## src/rtl/pe_checker_pkg.sv

```systemverilog
// pe_checker_pkg: shared defaults, derived result width and FSM encoding for pe_checker
package pe_checker_pkg;
   localparam int A_DEF       = 8;
   localparam int B_DEF       = 8;
   localparam int LAT_DEF     = 2;
   localparam int NUM_VEC_DEF = 16;

   // Three A x B products summed need two extra bits to never truncate.
   function automatic int out_w(input int a, input int b);
      return a + b + 2;
   endfunction

   localparam int OUT_W_DEF = out_w(A_DEF, B_DEF);

   typedef enum logic [1:0] {
      IDLE = 2'd0,
      RUN  = 2'd1,
      DONE = 2'd2
   } state_t;
endpackage

```

## src/rtl/pe_ref_dot3.sv

```systemverilog
// pe_ref_dot3: combinational 3-lane unsigned dot product used as the reference result
// Ports:
//   a   - three packed unsigned A-bit lanes, lane0 = a[A-1:0]
//   b   - three packed unsigned B-bit lanes, lane0 = b[B-1:0]
//   dot - a0*b0 + a1*b1 + a2*b2, W bits wide
module pe_ref_dot3
   import pe_checker_pkg::*;
#(
   parameter int A = A_DEF,
   parameter int B = B_DEF,
   parameter int W = OUT_W_DEF
) (
   input  logic [3*A-1:0] a,
   input  logic [3*B-1:0] b,
   output logic [W-1:0]   dot
);
   always_comb begin
      dot = '0;
      for (int i = 0; i < 3; i++)
         dot = dot + W'(a[i*A +: A]) * W'(b[i*B +: B]);
   end
endmodule

```

## config.mk

```make
export PLATFORM = sky130hd
export DESIGN_NAME = pe_ref_dot3
export DESIGN_NICKNAME = d
export VERILOG_FILES = /design/src/rtl/pe_checker_pkg.sv /design/src/rtl/pe_ref_dot3.sv
export SDC_FILE = /design/constraint.sdc
export NUM_CORES = 1
export LEC_CHECK = 0
export ABC_AREA = 1
export CORE_ASPECT_RATIO = 1.25
export CORE_MARGIN = 5
export CORE_UTILIZATION = 29
export DETAILED_ROUTE_END_ITERATION = 8
export SLEW_MARGIN = 5
export SYNTH_ARGS = -nofsm -noshare
export SYNTH_HDL_FRONTEND = slang
export SYNTH_SLANG_ARGS = --single-unit
```

## constraint.sdc

```tcl
create_clock -name vclk -period 11.3
set_input_delay 3.39 -clock vclk [all_inputs]
set_output_delay 3.39 -clock vclk [all_outputs]
set_load 0.02 [all_outputs]
```

# After elaboration in Yosys (flattened, before gate mapping)
# Cells that the tools add are included.
dict set report word_totals {
  ramBits 0
  memories 0
  regBits 0
  mem_bits_ro 0
  word_cells 5
  latch_bits 0
}
dict set report classes {
  reduce_logical 0
  n_eq_ne 0
  order_cmp 0
  mul 3
  n_shift 0
  n_mux 0
  n_bitwise 0
  addsub 2
  n_div 0
}
# cell count
set op_table {}
lappend op_table {{multiplier 8 x 8 -> 16 bit} 3}
lappend op_table {{adder 17 x 16 -> 18 bit} 1}
lappend op_table {{adder 16 x 16 -> 17 bit} 1}

# Depth between registers and ports, before layout
# Gate-level depths: netlist (run 1).
dict set report logic_depth {
  depth_word 3
  ltp_mapped 25
}

# Worst setup path before layout (run 1)
# No wires, ideal clock.
dict set report synth_path {
  path_kind {input port to output port}
  from {input b[0]}
  to {output dot[8]}
  path_stages 19
  setup_slack_ns -0.468
  t_arrival_ns 8.378
  cell_sequence {clkbuf_1 > nand2_1 > inv_1 > fa_1 > inv_1 > fa_1 > fa_1 > inv_1 > fa_1 > fa_1 > inv_1 > fa_1 > inv_1 > fa_1 > ha_1 > or2_1 > nand3_1 > nand2_2 > xor2_1}
}
dict set report synth_via {
  elab_chain_cells 3
}
# element line
set synth_lines {}
lappend synth_lines {{from (decl)} pe_ref_dot3.sv:14} ;# input logic [3*B-1:0] b,
lappend synth_lines {{multiplier 8 x 8 -> 16 bit} pe_ref_dot3.sv:20} ;# dot = dot + W'(a[i*A +: A]) * W'(b[i*B +: B]);
lappend synth_lines {{adder 16 x 16 -> 17 bit} pe_ref_dot3.sv:20}
lappend synth_lines {{adder 17 x 16 -> 18 bit} pe_ref_dot3.sv:20}
lappend synth_lines {{to (decl)} pe_ref_dot3.sv:15} ;# output logic [W-1:0] dot
# No other way between the ends.

# Worst setup path after layout (run 1)
dict set report layout_path {
  from {input b[5]}
  to {output dot[12]}
}
# The elaborated chain is that of the path after synthesis.

==> out/qor.yml, run 1 <==
run_status:
  status: "finished with violations"
  violations: "setup timing"
timing:
  setup_ws_ps: -637
  maxSlewHeadroom_pct: 80.0
  setup_viol: 13
  fmax_ghz: 0.0838
  post-route-period-util_pct: 106
  holdWs_ps: 7960
  rsz0062_at_grt: "true"
  finalMaxSlewViolations: 0
  finalWorstPathRequiredPeriod_ps: 11940
  max_slew.worst_pin.slew_ps: 300
  finalHoldViolCount: 0
synth:
  synth_simple_gate_area_share_pct: 15.9
  synth_xor_area_share_pct: 0.831
  yosys.area_share.adder_pct: 60.5
  synth_cell_types: 21
  synth_commonest_cells: "inv_1 (384), nand2_1 (262), fa_1 (161)"
  synth_top_family_by_area: "adder cells"
  yosys.area.top_type_share_pct: 43.7
  synth_most_common_cell: "inv_1"
  synth_compound_area_share_pct: 0.712
  ys_warn_count: 0
  seq_area_frac_synth_pct: 0
  synthMuxAreaShare_pct: 0
  syn_inst: 1004
  synth_top_area_cell: "fa_1"
  syn_area_per_cell_sq_um: 7.35
  syn_nets: 1312
  syn-cell-area_sq_um: 7380
  yosys-top-cells-area: "fa_1 (44%), inv_1 (20%), ha_1 (17%)"
place:
  dpl.hpwl_um: 16900
  place_congestion: 0.873
  io_buffers: 66
floorplan:
  core_area_sq_um: 25100
  dieArea_sq_um: 28700
  io_pins: 66
  num_rows: 65
  die_h_um: 188
  die_x_um: 153
  initial_utilization_pct: 29.4
routing:
  routed-wl-met2_um: 10300
  drt-initial-drc-count: 126
  vias: 5892
  dr.pass1.iters: 6
  routed_wl_um: 17700
  via_per_inst: 4.06
  wl_per_cell_um: 12.2
  antenna_left: 0
  wl_met3_um: 340
  wl_met1_um: 6820
  top_layer_used: "met4"
  drc: 0
global_routing:
  grt_overflow: 0
  grt_max_degree: 9
  antenna_found_initial: 0
  grt_pass1_vias: 6611
  track_usage_pct: 12.9
  grt_pass1_wl_um: 31100
worst_setup_path:
  critical_path_class: "in -> out"
  start_kind: "input port"
  cp.arrival_ps: 8550
  path_max_fanout: 4
  worstPathRequired_ps: 7910
  endpoint_kind: "primary output"
hold_path:
  min_to: "dot[0]"
  holdPathStages: 7
  hp-start: "b[0]"
  hold_class: "in -> out"
cells_and_area:
  nNetsFinal: 1427
  drive_above_1_share_pct: 24.4
  syn_to_final_growth_pct: 27.1
  seq_area_sq_um: 0
  nClkBuffers: 0
  n_sequential_cell: 0
  diodes: 0
run:
  drv_cap: 0
cell type report:
class	instances	area (sq um)
multi-input combinational	570	6170
tap	335	419
timing repair buffer	161	1340
inverter	386	1450
fill	2637	15800
cells by family (layout without fill, tap and decap cells):
group | count (synthesis) | after routing
xor gates and xnor gates | 7 | 7
buffers and inverters | 434 | 547
adders and majority gates | 260 | 260
AOI/OAI and AO/OA | 7 | 7
and+or+nand+nor | 296 | 296
layout by cell type, fill, tap and decap left out, drive strengths merged:
| cell type | n |
|---|---|
| nand4 | 3 |
| clkdlybuf4s50 | 4 |
| xor2 | 5 |
| xnor2 | 2 |
| fa | 161 |
| nor2 | 13 |
| inv | 385 |
| and2 | 1 |
| buf | 152 |
| nand3 | 10 |
| dlygate4sd2 | 1 |
| nor3 | 2 |
| clkinv | 1 |
| o21bai | 1 |
| clkdlybuf4s15 | 4 |
| nand2 | 266 |
| a21oi | 6 |
| or2 | 1 |
| ha | 99 |
routing by layer:
layer	up-vias	track usage [%]
met5	-	0
met4	0	2.16
met3	16	0.574
met2	70	26.1
met1	2877	14.9
li1	2929	-
metrics by stage:
| step | area (sq um) | setup TNS [ps] | instances | utilization, % | worst slack, ps |
|---|---|---|---|---|---|
| global placement | 9060 | -20550 | 1443 | 36.1 | -1600 |
| detailed placement | 9060 | -20810 | 1443 | 36.1 | -1610 |
| finish | 9370 | -7490 | 1452 | 37.3 | -637 |
| floorplan | 7650 | -1630 | 1004 | - | -170 |
| global route | 9370 | -10200 | 1452 | 37.3 | -858 |
| CTS | 9200 | -7540 | 1450 | 36.6 | -688 |
repair_timing:
item                                   4_1_cts  5_1_grt
setup endpoints to repair                   15       14
pin swaps                                   75       59
gates resized for setup                    382       54
endpoints found under the hold margin        0        0
hold buffers                                 0        0
setup buffers                                7        4
critical path: stages:
cell and delay (ps):
buf_8 100, buf_6 110, buf_6 120, nand2_4 60, fa_1 450, fa_1 510
fa_2 560, inv_2 40, fa_1 490, fa_1 530, inv_2 40, fa_1 540
inv_2 50, fa_1 550, ha_4 230, or2_1 230, nand3_2 90, nand2_4 80
nand2_2 90, nand2_2 40, nand2_1 70, nand2_2 50, buf_6 120
worst max-delay path by stage:
stage | start | endpoint | depth (start not counted)
floorplan | a[13] | dot[17] | 23
global route | b[5] | dot[16] | 23
global placement | b[3] | dot[16] | 24
CTS | b[4] | dot[9] | 23
finish | b[5] | dot[12] | 23
detailed placement | b[20] | dot[16] | 22
Power of run 1 is left out: the tool's default activity adds up to more than one toggle a clock period on the data nets, which glitch-free logic cannot reach.
==> inputs of run 2 (changes only) <==
Settings changed: SLEW_MARGIN 5 to 15.
==> results of run 2 <==
No change in the layout: final DEF, timing and power equal those of run 1.
Power of run 2 is left out for the same reason.
==> inputs of run 3 (changes only) <==
Settings changed: PLACE_DENSITY set to 0.56, SLEW_MARGIN 15 to unset.
==> run 3 against run 2 <==
Against the previous run:
- the flow still finishes with violations (setup timing)
- maximum frequency fell by 0.19%
- setup slack got worse by 22 ps
- non-clock buffer count rose by 15
- design area rose by 2.6%
- core utilization rose by 0.96 points
- critical path type unchanged
- critical endpoint is now dot[15]
- largest cell class unchanged
==> out/qor.yml, run 3 (same netlist as run 1, synthesis figures left out) <==
place:
  io_buffers: 66  # unchanged
  place_congestion: 0.886  # +1.5%
  placed_area_sq_um: 9130  # +0.69%
  dpl.hpwl_um: 16900  # about the same
timing:
  post-route-period-util_pct: 106  # +0.20 points
  finalHoldViolCount: 0  # unchanged
  holdWs_ps: 7880  # -80.1 ps
  setup_ws_ps: -659  # -22.4 ps
  rsz0062_at_grt: "true"
  finalWorstPathRequiredPeriod_ps: 11960  # +22.4 ps
  maxSlewHeadroom_pct: 85.1  # +5.1 points
  fmax_ghz: 0.0836  # -0.19%
  max_slew.worst_pin.slew_ps: 223  # -76.3 ps
  finalMaxSlewViolations: 0  # unchanged
  setup_viol: 14  # +1
worst_setup_path:
  start_kind: "input port"
  path_max_fanout: 5  # +1
  cp_top_family: "adder cells"
  crit_top_cell: "fa_1"
  endpoint_kind: "primary output"
  critical_path_class: "in -> out"
  worstPathRequired_ps: 7910  # about the same
  crit_buf_inv: 7  # unchanged
  cpMaxStageDelayCell: "fa_1"
  cpPeakStageDelay_ps: 600  # +40 ps
  cp.arrival_ps: 8570  # +20 ps
  crit_chain: "buf_6 -> buf_6 -> buf_4 -> nand2_2 -> inv_2 -> fa_1 -> fa_1 -> fa_1 -> fa_1 -> fa_1 -> fa_1 -> inv_2 -> fa_1 -> inv_2 -> ha_4 -> nand2_4 -> nor2_1 -> and2_1 -> nand2_2 -> nand4_1 -> nand2_2 -> buf_4"
hold_path:
  holdPathStages: 6  # -1
  hp-start: "b[8]"
  hold_class: "in -> out"
  min_to: "dot[0]"
cells_and_area:
  n_sequential_cell: 0  # unchanged
  drive_above_1_share_pct: 30.1  # +5.7 points
  stdcell_area_sq_um: 9610  # +2.6%
  fin_util_pct: 38.3  # +0.96 points
  seq_area_sq_um: 0  # unchanged
  final_common_cell: "inv_1"
  final_cell_mix: "inv_1 (335), nand2_1 (200), fa_1 (147), buf_4 (109), ha_1 (85)"
  syn_to_final_growth_pct: 30.3
  diodes: 0  # unchanged
  nNetsFinal: 1442  # +1.1%
  nClkBuffers: 0  # unchanged
run_status:
  status: "finished with violations"
  violations: "setup timing"
global_routing:
  grt_overflow: 0  # unchanged
  track_usage_pct: 13.1  # +0.25 points
  grt_pass1_vias: 6696  # +1.3%
  grt_pass1_wl_um: 31400  # +0.87%
  grt_max_degree: 8  # -1
  antenna_found_initial: 0  # unchanged
run:
  drv_cap: 0  # unchanged
clock_network:
  postCtsHoldBufs: 0  # unchanged
routing:
  drc: 0  # unchanged
  drt-initial-drc-count: 142  # +13%
  antenna_left: 0  # unchanged
  vias: 5916  # +0.41%
  via_per_inst: 4.03  # -0.62%
  wl_per_cell_um: 12.4  # +1.2%
  routed_wl_um: 18100  # +2.3%
  dr.pass1.iters: 4  # -2
floorplan:
  die_x_um: 153  # unchanged
  initial_utilization_pct: 29.4  # unchanged
  dieArea_sq_um: 28700  # unchanged
  core_area_sq_um: 25100  # unchanged
  die_h_um: 188  # unchanged
  num_rows: 65  # unchanged
  io_pins: 66  # unchanged
run 3: cell count changes in the layout (fill, tap and decap cells not counted), sizes merged:
| cell | before | now |
|---|---|---|
| buf | 152 | 163 |
| clkbuf | 0 | 8 |
| clkdlybuf4s15 | 4 | 0 |
run 3: worst min-delay path, cell delays in order:
cell and delay [ps]:
clkbuf_2 120, buf_6 130, nand2_1 70, inv_1 70
ha_1 130, clkdlybuf4s50_1 590
run 3: repair_timing:
| action | in CTS | in global routing |
|---|---|---|
| endpoints found under the hold margin | 0 | 0 |
| endpoints found under the setup margin | 15 | 14 |
| setup buffers | 16 | 6 |
| pin swaps | 66 | 111 |
| resized for setup | 350 | 170 |
run 3: final cells by class:
class                      instances  area (sq um)
fill                            2588         15500
multi-input combinational        570          6280
inverter                         386          1460
timing repair buffer             176          1450
tap                              335           419
run 3: stage by stage:
stage / instances / setup TNS [ps] / setup slack [ps]
5_1_grt: 1467 / -9600 / -868
6_report: 1467 / -7080 / -659
3_5_place_dp: 1453 / -21460 / -1670
4_1_cts: 1469 / -9070 / -838
3_3_place_gp: 1453 / -21230 / -1660
2_1_floorplan: 1004 / -1630 / -170
run 3: worst max path at each step:
| stage | from | to | depth (start not counted) | slack [ps] |
|---|---|---|---|---|
| after floorplan | a[13] | dot[17] | 23 | -170 |
| after global placement | a[21] | dot[8] | 20 | -1660 |
| after detailed placement | b[3] | dot[9] | 22 | -1670 |
| after CTS | a[18] | dot[9] | 23 | -840 |
| after global routing | b[14] | dot[15] | 22 | -870 |
| final | b[14] | dot[15] | 22 | -660 |
run 3: routing by layer:
metal  wire (um)  vias to the layer above  GRT usage (%)  share of wire (%)
li1            -                     2956              -                  -
met1        7000                     2871           14.6                 39
met2       10400                       62           27.2                 58
met3         258                       27          0.620                1.4
met4         444                        0           2.67                2.4
met5           0                        -              0                  0
Power of run 3 is left out for the same reason.
